### src/rtl/alu_wb_buffer_pkg.sv
// Shared types for the ALU writeback buffer: widths, the buffered entry layout,
// the occupancy classification and a minimal core configuration record.
package alu_wb_buffer_pkg;

    localparam int unsigned XLEN          = 32;
    localparam int unsigned TRANS_ID_BITS = 3;

    // Core configuration; only the datapath width is consumed here.
    typedef struct packed {
        int unsigned xlen;
    } cva6_cfg_t;

    localparam cva6_cfg_t cva6_cfg_empty = '{xlen: XLEN};

    // One buffered ALU result as seen by writeback.
    typedef struct packed {
        logic [TRANS_ID_BITS-1:0] trans_id;
        logic [XLEN-1:0]          result;
        logic                     branch_res;
    } alu_wb_entry_t;

    // Occupancy is a pure function of the count; no state register holds it.
    typedef enum logic [1:0] {
        OCC_EMPTY   = 2'd0,
        OCC_PARTIAL = 2'd1,
        OCC_FULL    = 2'd2
    } occ_e;

    function automatic occ_e occ_of(input int unsigned cnt, input int unsigned depth);
        if (cnt == 0)
            return OCC_EMPTY;
        else if (cnt >= depth)
            return OCC_FULL;
        else
            return OCC_PARTIAL;
    endfunction

endpackage

### src/rtl/alu_wb_buffer.sv
// In-order result buffer between the integer ALU and the writeback port.
// Holds up to DEPTH results, back-pressures issue when full and drops all
// held results on flush. Outputs come straight from registered storage, so
// there is no combinational path from writeback ready to ALU ready.
module alu_wb_buffer
    import alu_wb_buffer_pkg::*;
#(
    parameter cva6_cfg_t   CVA6Cfg = cva6_cfg_empty,
    parameter int unsigned DEPTH   = 2
) (
    input  logic                      clk_i,
    input  logic                      rst_i,
    input  logic                      flush_i,
    input  logic                      alu_valid_i,
    output logic                      alu_ready_o,
    input  logic [TRANS_ID_BITS-1:0]  trans_id_i,
    input  logic [CVA6Cfg.xlen-1:0]   alu_result_i,
    input  logic                      alu_branch_res_i,
    output logic                      wb_valid_o,
    input  logic                      wb_ready_i,
    output logic [TRANS_ID_BITS-1:0]  wb_trans_id_o,
    output logic [CVA6Cfg.xlen-1:0]   wb_result_o,
    output logic                      wb_branch_res_o,
    output logic                      full_o
);

    localparam int unsigned PTR_W = $clog2(DEPTH);
    localparam int unsigned CNT_W = $clog2(DEPTH + 1);

    alu_wb_entry_t      mem [DEPTH];
    logic [PTR_W-1:0]   rd_ptr;
    logic [PTR_W-1:0]   wr_ptr;
    logic [CNT_W-1:0]   cnt;
    occ_e               occ;
    logic               push;
    logic               pop;
    alu_wb_entry_t      push_entry;
    alu_wb_entry_t      head_entry;

    assign occ = occ_of(32'(cnt), DEPTH);

    // Handshakes depend only on registered occupancy; flush suppresses both.
    always_comb begin
        alu_ready_o = (occ != OCC_FULL);
        wb_valid_o  = (occ != OCC_EMPTY);
        full_o      = (occ == OCC_FULL);
        push        = alu_valid_i & alu_ready_o & ~flush_i;
        pop         = wb_valid_o & wb_ready_i & ~flush_i;
    end

    assign push_entry = '{trans_id: trans_id_i, result: alu_result_i, branch_res: alu_branch_res_i};

    // Head is read from storage even when empty, so stale (never X) data shows.
    always_comb begin
        head_entry      = mem[rd_ptr];
        wb_trans_id_o   = head_entry.trans_id;
        wb_result_o     = head_entry.result;
        wb_branch_res_o = head_entry.branch_res;
    end

    // Pointer, count and storage update; reset beats flush, flush beats push/pop.
    always_ff @(posedge clk_i) begin
        if (rst_i) begin
            rd_ptr <= '0;
            wr_ptr <= '0;
            cnt    <= '0;
            mem    <= '{default: '0};
        end else if (flush_i) begin
            rd_ptr <= '0;
            wr_ptr <= '0;
            cnt    <= '0;
        end else begin
            if (push) begin
                mem[wr_ptr] <= push_entry;
                wr_ptr      <= wr_ptr + PTR_W'(1);
            end
            if (pop) begin
                rd_ptr <= rd_ptr + PTR_W'(1);
            end
            case ({push, pop})
                2'b10:   cnt <= cnt + CNT_W'(1);
                2'b01:   cnt <= cnt - CNT_W'(1);
                default: cnt <= cnt;
            endcase
        end
    end

endmodule

### config.mk
export PLATFORM = sky130hd
export DESIGN_NAME = alu_wb_buffer
export DESIGN_NICKNAME = d
export VERILOG_FILES = /design/src/rtl/alu_wb_buffer_pkg.sv /design/src/rtl/alu_wb_buffer.sv
export SDC_FILE = /design/constraint.sdc
export NUM_CORES = 1
export LEC_CHECK = 0
export CAP_MARGIN = 25
export CELL_PAD_IN_SITES_DETAIL_PLACEMENT = 0
export CELL_PAD_IN_SITES_GLOBAL_PLACEMENT = 2
export CORE_MARGIN = 2
export CORE_UTILIZATION = 31
export DETAILED_ROUTE_END_ITERATION = 8
export PLACE_DENSITY_LB_ADDON = 0.1
export SYNTH_ARGS = -nofsm -noshare
export SYNTH_HDL_FRONTEND = slang
export SYNTH_SLANG_ARGS = --single-unit
### constraint.sdc
create_clock -name clk_i -period 4.21 [get_ports clk_i]
set_input_delay 0.842 -clock clk_i [delete_from_list [all_inputs] [get_ports clk_i]]
set_output_delay 0.842 -clock clk_i [all_outputs]
set_load 0.01 [all_outputs]
Yosys cells after proc, flatten, opt, wreduce, memory -nomap -nowiden
Cells that the tools add are included.
{ "classes": {"n_eq_ne": 4, "bitwise": 7, "mux": 9, "n_lt_le_gt_ge": 4, "addsub": 4, "n_reduce_logical": 6} }
{ "ops": {"columns": ["cell", "n"], "rows": [
  ["$mux 36", 4],
  ["$bwmux 72", 1],
  ["$demux 36 s1", 1],
  ["$ge 2x2->1 const B", 3],
  ["$and 1x1->1", 4],
  ["$eq 2x2->1 const B", 2],
  ["$mux 2", 2],
  ["$not 1->2", 2],
  ["$pmux 2 s2", 1],
  ["$reduce_bool 2->1", 2],
  ["$add 1x1->1 const B", 2],
  ["$add 2x1->2 const B", 1],
  ["$eq 2x1->1 const B", 1],
  ["$logic_not 2->1", 1],
  ["$lt 2x1->1 const B", 1],
  ["$ne 2x2->1 const B", 1],
  ["$reduce_and 2->1", 1],
  ["$reduce_or 2->1", 1],
  ["$sub 2x1->2 const B", 1],
  ["$logic_and 1x1->1", 1],
  ["$not 1->1", 1]
]} }
{ "totals": {"elab_cells": 43, "reg_bits": 76} }

Depth between registers and ports, before layout
Gate-level depths: netlist of the first run.
{ "logic_depth": {"depth_word": 8, "mapped_depth": 7, "ltp_nobuf": 6} }

Least setup slack after synthesis of the first run
Ideal clock, no wire load.
{ "synth_timing": {"kind": "input to register", "from": "input flush_i", "to": "register cnt[1]", "t_required_ps": 4134, "setup_time_ps": 76, "n_path_buf": 1, "arrival_ps": 2206, "path_slack_ps": 1929, "stages": 5, "path_cell_list": "buf_6 > or3b_2 > ha_1 > or3_1 > a21boi_0"} }
{ "synth_via": {"elab_chain_len": 4} }
{ "synth_rtl": {"columns": ["item", "line", "rtl"], "rows": [
  ["from (decl)", "alu_wb_buffer.sv:13", "input logic flush_i,"],
  ["$not 1->1 (no source line)", null, null],
  ["$and 1x1->1 (on tied branches)", "alu_wb_buffer.sv:48, alu_wb_buffer.sv:47", null],
  ["$eq 2x1->1 or $eq 2x2->1 (tied branches)", "alu_wb_buffer.sv:80", "case ({push, pop})"],
  ["$pmux 2 s2 or $reduce_bool 2->1 (tied branches)", null, null],
  ["to (signal assigned)", "alu_wb_buffer.sv:81", "2'b10: cnt <= cnt + CNT_W'(1);"],
  ["to (signal assigned)", "alu_wb_buffer.sv:82", "2'b01: cnt <= cnt - CNT_W'(1);"],
  ["to (signal assigned)", "alu_wb_buffer.sv:83", "default: cnt <= cnt;"],
  ["to (decl)", "alu_wb_buffer.sv:33", "logic [CNT_W-1:0] cnt;"]
]} }
Parallel ways exist; a longest one is shown, timed or not.
A chain may end at the register's enable or synchronous reset.

Final worst setup path of the first run
{ "layout_timing": {"from": "register rd_ptr", "to": "output wb_trans_id_o[1]"} }
{ "layout_via": {"elab_chain_len": 4} }
{ "layout_rtl": {"columns": ["item", "line", "rtl"], "rows": [
  ["from (decl)", "alu_wb_buffer.sv:31", "logic [PTR_W-1:0] rd_ptr;"],
  ["from (signal assigned)", "alu_wb_buffer.sv:78", "rd_ptr <= rd_ptr + PTR_W'(1);"],
  ["$not 1->2 (implied by the code)", "alu_wb_buffer.sv:55", "head_entry = mem[rd_ptr];"],
  ["$mux 36 (implied by the code) (3 in a row)", "alu_wb_buffer.sv:55", null],
  ["to (decl)", "alu_wb_buffer.sv:21", "output logic [TRANS_ID_BITS-1:0] wb_trans_id_o,"]
]} }
No other way between the ends. The select of a mux whose other input is x is not followed.

==> results of run 1 <==
-- final cells by class --
| type | count | area (um^2) | share of cell area (%) |
|---|---|---|---|
| tap | 136 | 170.2 | 3.973 |
| clock inverter | 6 | 63.81 | 1.490 |
| inverter | 1 | 3.754 | 0.08764 |
| sequential | 76 | 1523 | 35.55 |
| timing repair buffer | 86 | 850.8 | 19.87 |
| clock buffer | 10 | 137.6 | 3.214 |
| multi-input combinational | 272 | 1534 | 35.82 |
-- per-layer routing --
layer | share of wire (%) | vias up | global-route usage (%)
li1 | - | 1376 | -
met1 | 49 | 1233 | 20.57
met2 | 46 | 54 | 24.95
met3 | 3.6 | 8 | 2.514
met4 | 1.2 | 0 | 5.639
met5 | 0 | - | 0
-- worst max path at each step --
stage          startpoint          endpoint  slack, ns  depth (start not counted)
2_1_floorplan     flush_i            cnt[1]       1.93                          5
3_3_place_gp      flush_i           mem[28]       1.33                          5
3_5_place_dp      flush_i           mem[33]       1.31                          5
4_1_cts            rd_ptr   wb_result_o[31]       1.01                          2
5_1_grt            rd_ptr    wb_result_o[2]       1.32                          3
6_report           rd_ptr  wb_trans_id_o[1]       1.41                          3
-- stage by stage --
| stage | cells | area (um^2) | setup slack (ns) | hold WS, ns | total power (W) |
|---|---|---|---|---|---|
| after global placement | 570 | 4061 | 1.334 | 0.4379 | 0.0009421 |
| after detailed placement | 570 | 4061 | 1.307 | 0.4439 | 0.0009421 |
| after CTS | 586 | 4263 | 1.008 | 0.4549 | 0.001518 |
| after global routing | 587 | 4283 | 1.318 | 0.4758 | 0.001565 |
| final | 587 | 4283 | 1.409 | 0.4530 | 0.001495 |
| after floorplan | 379 | 3247 | 1.929 | 0.4329 | 0.0008526 |
-- critical path, delay by kind of cell, from the launching register on --
| family | cells | cell delay, ns |
|---|---|---|
| buffers and inverters | 2 | 0.75 |
| flip-flops | 1 | 0.48 |
| multiplexers | 1 | 0.37 |
-- synthesized netlist by cell type, types with 4 or more instances --
library cell	n
a21oi_1	60
a21oi_2	12
buf_2	10
buf_6	9
clkbuf_1	11
dfxtp_1	76
mux2_2	36
nand2_1	141
nand2_2	4
-- kinds of logic after synthesis --
group,after synthesis,synth area share [%]
AND/OR/NAND/NOR,156,20.04
AO/OA/AOI/OAI,76,13.37
flip-flops,76,46.86
multiplexers,36,12.49
buffers and inverters,31,6.050
XOR/XNOR,3,0.8094
adder cells (fa/ha/maj),1,0.3853
-- power breakdown --
group | total [W] | internal (W) | switching [W]
sequential | 0.000749 | 0.000738 | 0.0000104
clock | 0.000571 | 0.000289 | 0.000282
combinational | 0.000174 | 0.0000943 | 0.0000801
total | 0.00149 | 0.00112 | 0.000373
-- registers in the layout, summed over array words and instances, names as in the netlist --
name,flops
cnt,2
mem,72
rd_ptr,1
wr_ptr,1
==> results by group, run 1 <==
Status
  • Status: finished clean

Setup path
  • Crit path required time: 3.37 ns
  • Reg-to-Reg Start: cnt[1]
  • R2R Setup Slk: 2.35 ns
  • Critical R2R Capture: cnt[1]
  • Worst path cell trace: buf_12 > mux2_2 > clkdlybuf4s50_1
  • Critical path arrival: 1.96 ns
  • Slowest cell on crit path: clkdlybuf4s50_1
  • CP peak stage delay: 0.49 ns
  • R2R depth: 4
  • Crit path launch type: flop
  • CP Class: flop to primary output
  • Crit-path max FO: 30
  • CP endpoint kind: primary output

Placement
  • Input/output buffers: 79
  • Routability congestion estimate: 0.6810
  • Dpl hpwl: 5073 um

Die
  • FP Rows: 37
  • Ports: 80
  • Die Y: 106.3 um
  • Die X-Extent: 106.3 um
  • Core area: 10,230 um^2
  • Initial Util: 31.74%
  • Die ar.: 11,310 um^2

Clocking
  • CTS Root Cell: clkbuf_8
  • CTS tree: yes
  • Number of buffers created by CTS: 9
  • CTS sink cnt: 76
  • Skew-Pair Late Insertion Delay: 0.34 ns
  • # Post-CTS Setup Buffers: 0
  • Post-CTS sizing: 0
  • Hold Buf Count CTS: 0
  • Clk pin slew, worst setup/hold paths: 0.09 ns
  • Clk buf depth: 2
  • CTS HTree Levels: 3

Yosys
  • Main flop type after synthesis: dfxtp_1
  • Async SR Flop Fraction: 0%
  • Area leader, netlist: dfxtp_1
  • Number of synthesized flops with an enable pin: 0
  • Synth top area share: 46.86%
  • Sequential element share of the synthesized area: 46.86%
  • Net Count, Synth: 421
  • Cells after synthesis: 379
  • Avg Cell Area, Syn: 8.567 um^2
  • Syn Std Cell Area: 3247 um^2
  • Ys Warns: 0
  • Post-synthesis cell type count: 25
  • Area contributors post-synth: dfxtp_1 (47%), nand2_1 (16%), mux2_2 (12%)
  • Yosys reg bits: 76

Layout
  • Post-layout util: 41.86%
  • Leading cell type in the layout, fill and taps excluded: nand2_1
  • Area Overhead vs Synth: 31.91%
  • Fillers: 1,038
  • Share of cells above drive strength 1: 18.40%
  • Commonest non-fill, non-tap cells in the layout: nand2_1 (141), clkdlybuf4s50_1 (78), dfxtp_1 (75), a21oi_1 (60), mux2_2 (36)
  • Antenna cells: 0
  • NumNets Final: 488

Drt
  • DRT Pass-1 Iters: 4
  • Drc violations: 0
  • Via density: 4.550
  • First-iteration detailed-routing DRC count: 117
  • Aggregate routed wire length: 8393 um
  • DR WL/cell: 14.30 um
  • Vias: 2,671
  • DRT antenna net count: 0

Min path
  • Worst hold path type: flop to flop
  • Endpoint, Worst Hold: mem[44]
  • Worst hold path depth: 2
  • Min-delay src: mem[44]

Power and ir drop
  • Pwr dens: 349.0 nW/um^2
  • Static Leakage: 1.471 nW
  • Worst vdd ir: 0.1302 mV

STA
  • Final Hold Viols: 0
  • Post-route setup TNS: 0 ns
  • Fin crit share: 66.52%
  • Worst Skew: 0.01263 ns
  • Fmax: 357.1 MHz
  • Slew Limit Fails: 0
  • RSZ-0062 raised after global routing: no
  • Final setup fails: 0
  • Slew HR: 41.47%
  • Post-layout minimum cycle time: 2.801 ns
  • Worst slew pin tran: 0.8780 ns

Global route
  • Largest net degree at the start of global routing: 42
  • Antenna violations before repair: 0
  • Grt ovf: 0
  • Vias in the first global route: 2,645
  • Global-route wire length before repair: 13,600 um
  • GRT Overall Usage: 15.39%

Job
  • Maxcap violations: 0
(Power assumes the default switching activity.)
==> inputs of run 2 (changes only) <==
--- a/config.mk
+++ b/config.mk
@@ -9,7 +9,7 @@
 export CELL_PAD_IN_SITES_DETAIL_PLACEMENT = 0
 export CELL_PAD_IN_SITES_GLOBAL_PLACEMENT = 2
 export CORE_MARGIN = 2
-export CORE_UTILIZATION = 31
+export CORE_UTILIZATION = 28
 export DETAILED_ROUTE_END_ITERATION = 8
 export PLACE_DENSITY_LB_ADDON = 0.1
 export SYNTH_ARGS = -nofsm -noshare
==> constraint.sdc (replaced) <==
create_clock -name clk_i -period 2.6 [get_ports clk_i]
set_input_delay 0.52 -clock clk_i [delete_from_list [all_inputs] [get_ports clk_i]]
set_output_delay 0.52 -clock clk_i [all_outputs]
set_load 0.01 [all_outputs]
==> run 2 against run 1 <==
  * Hold slack got worse by 0.0035 ns
  * Flip-flop and latch count did not move
  * Combinational power rose by 66%
  * Critical endpoint is now wb_result_o[14]
  * Largest cell class unchanged
  * Critical path type unchanged
==> results by group, run 2 (synthesized netlist as in run 1, its figures left out) <==
Die
  • Ports: 80
  • Die X-Extent: 111.7 um
  • Initial Util: 28.56%
  • Core area: 11,370 um^2
  • FP Rows: 39
  • Die ar.: 12,470 um^2
  • Die Y: 111.7 um

Power and ir drop
  • Pwr dens: 639.9 nW/um^2
  • Static Leakage: 1.562 nW
  • Worst vdd ir: 0.2445 mV

Drt
  • First-iteration detailed-routing DRC count: 68
  • Via density: 4.521
  • Drc violations: 0
  • DRT antenna net count: 0
  • DR WL/cell: 14.12 um
  • Vias: 2,708
  • Aggregate routed wire length: 8456 um
  • DRT Pass-1 Iters: 4

STA
  • Post-route setup TNS: 0 ns
  • Post-layout minimum cycle time: 2.337 ns
  • Worst Skew: 0.002489 ns
  • Fmax: 427.9 MHz
  • Slew Limit Fails: 0
  • Hold WS: 0.4495 ns
  • Final setup fails: 0
  • Slew HR: 67.58%
  • Final Hold Viols: 0
  • Fin crit share: 89.88%
  • RSZ-0062 raised after global routing: no
  • Worst slew pin tran: 0.4863 ns

Layout
  • Multi-input logic area: 1534 um^2
  • Register with the most flip-flops: mem
  • Post-layout util: 39.23%
  • Leading cell type in the layout, fill and taps excluded: nand2_1
  • Fillers: 1,182
  • NumNets Final: 494
  • Sequential Area: 1523 um^2
  • Area Overhead vs Synth: 37.38%
  • Number of flip-flops in the largest register: 72
  • Biggest regs: mem: 72 flops, cnt: 2 flops
  • Share of cells above drive strength 1: 19.30%
  • Commonest non-fill, non-tap cells in the layout: nand2_1 (141), clkdlybuf4s50_1 (78), dfxtp_1 (75), a21oi_1 (60), mux2_2 (36)
  • Antenna cells: 0
  • Final instance area: 4461 um^2

Setup path
  • Crit path launch type: flop
  • Reg-to-Reg Start: cnt[1]
  • CP endpoint kind: primary output
  • CP Class: flop to primary output
  • Crit path required time: 2.08 ns
  • Critical path launch point: rd_ptr
  • Crit-path max FO: 19
  • Critical path arrival: 1.82 ns

Global route
  • Vias in the first global route: 2,587
  • GRT Overall Usage: 13.90%
  • Global-route wire length before repair: 13,610 um
  • Antenna violations before repair: 0
  • Largest net degree at the start of global routing: 54
  • Grt ovf: 0

Clocking
  • Hold Buf Count CTS: 0
  • Number of buffers created by CTS: 9
  • Clk pin slew, worst setup/hold paths: 0.06 ns
  • CTS sink cnt: 76
  • CTS HTree Levels: 3
  • Clk buf depth: 2
  • CTS tree: yes
  • Skew-Pair Late Insertion Delay: 0.33 ns
  • # Post-CTS Setup Buffers: 0
  • Post-CTS sizing: 0
  • CTS Root Cell: clkbuf_16

Placement
  • Dpl hpwl: 5284 um
  • Input/output buffers: 79
  • Routability congestion estimate: 0.6861
  • Placed cell area: 4135 um^2

Min path
  • Min-delay src: mem[6]
  • Worst hold path type: flop to flop

Status
  • Status: finished clean

Job
  • Maxcap violations: 0
## run 2: cell types whose count changed in the layout (fill, tap and decap cells not counted), sizes merged
cell	change
buf	+6
clkbuf	+1
bufinv	+1
clkinvlp	-1
clkinv	-2
## run 2: worst max-delay path, cell delays in order (launching register included)
cell and delay [ns]:
dfxtp_2 0.32, buf_4 0.29, mux2_2 0.37, clkdlybuf4s50_1 0.51
## run 2: cell type report
class	count	share of cell area, %
Clock buffer	11	5.666
Clock inverter	4	1.627
Inverter	1	0.08415
Multi-Input combinational cell	272	34.39
Sequential cell	76	34.14
Tap cell	143	4.011
Timing Repair Buffer	92	20.08
## run 2: per-layer routing
layer  up-vias  routed length [um]  global-route usage, %
met4         0                  95                  5.185
met2        59                3872                  21.41
met1      1247                4019                  18.51
met3         6                 469                  4.028
li1       1396                   -                      -
met5         -                   0                      0
## run 2: path summary, 6_finish.rpt
kind / slack [ns] / cells after the start / to
worst max-delay path: 0.26 / 3 / wb_result_o[14]
worst min-delay path: 0.45 / 2 / mem[6]
worst max register to register: 0.75 / 4 / cnt[1]
worst min register to register: 0.45 / 2 / mem[6]
## run 2: power breakdown
part	internal, W	switching, W
logic	0.000158	0.000132
registers	0.00120	0.0000161
clock network	0.000885	0.000466
## run 2: metrics by stage
stage,total power [W],setup WS (ns),instances
after global placement,0.001533,0.2315,584
final,0.002854,0.2632,599
after detailed placement,0.001533,0.2114,584
after global routing,0.002990,0.1830,599
after CTS,0.002913,0.2321,599
after floorplan,0.001381,0.6408,379
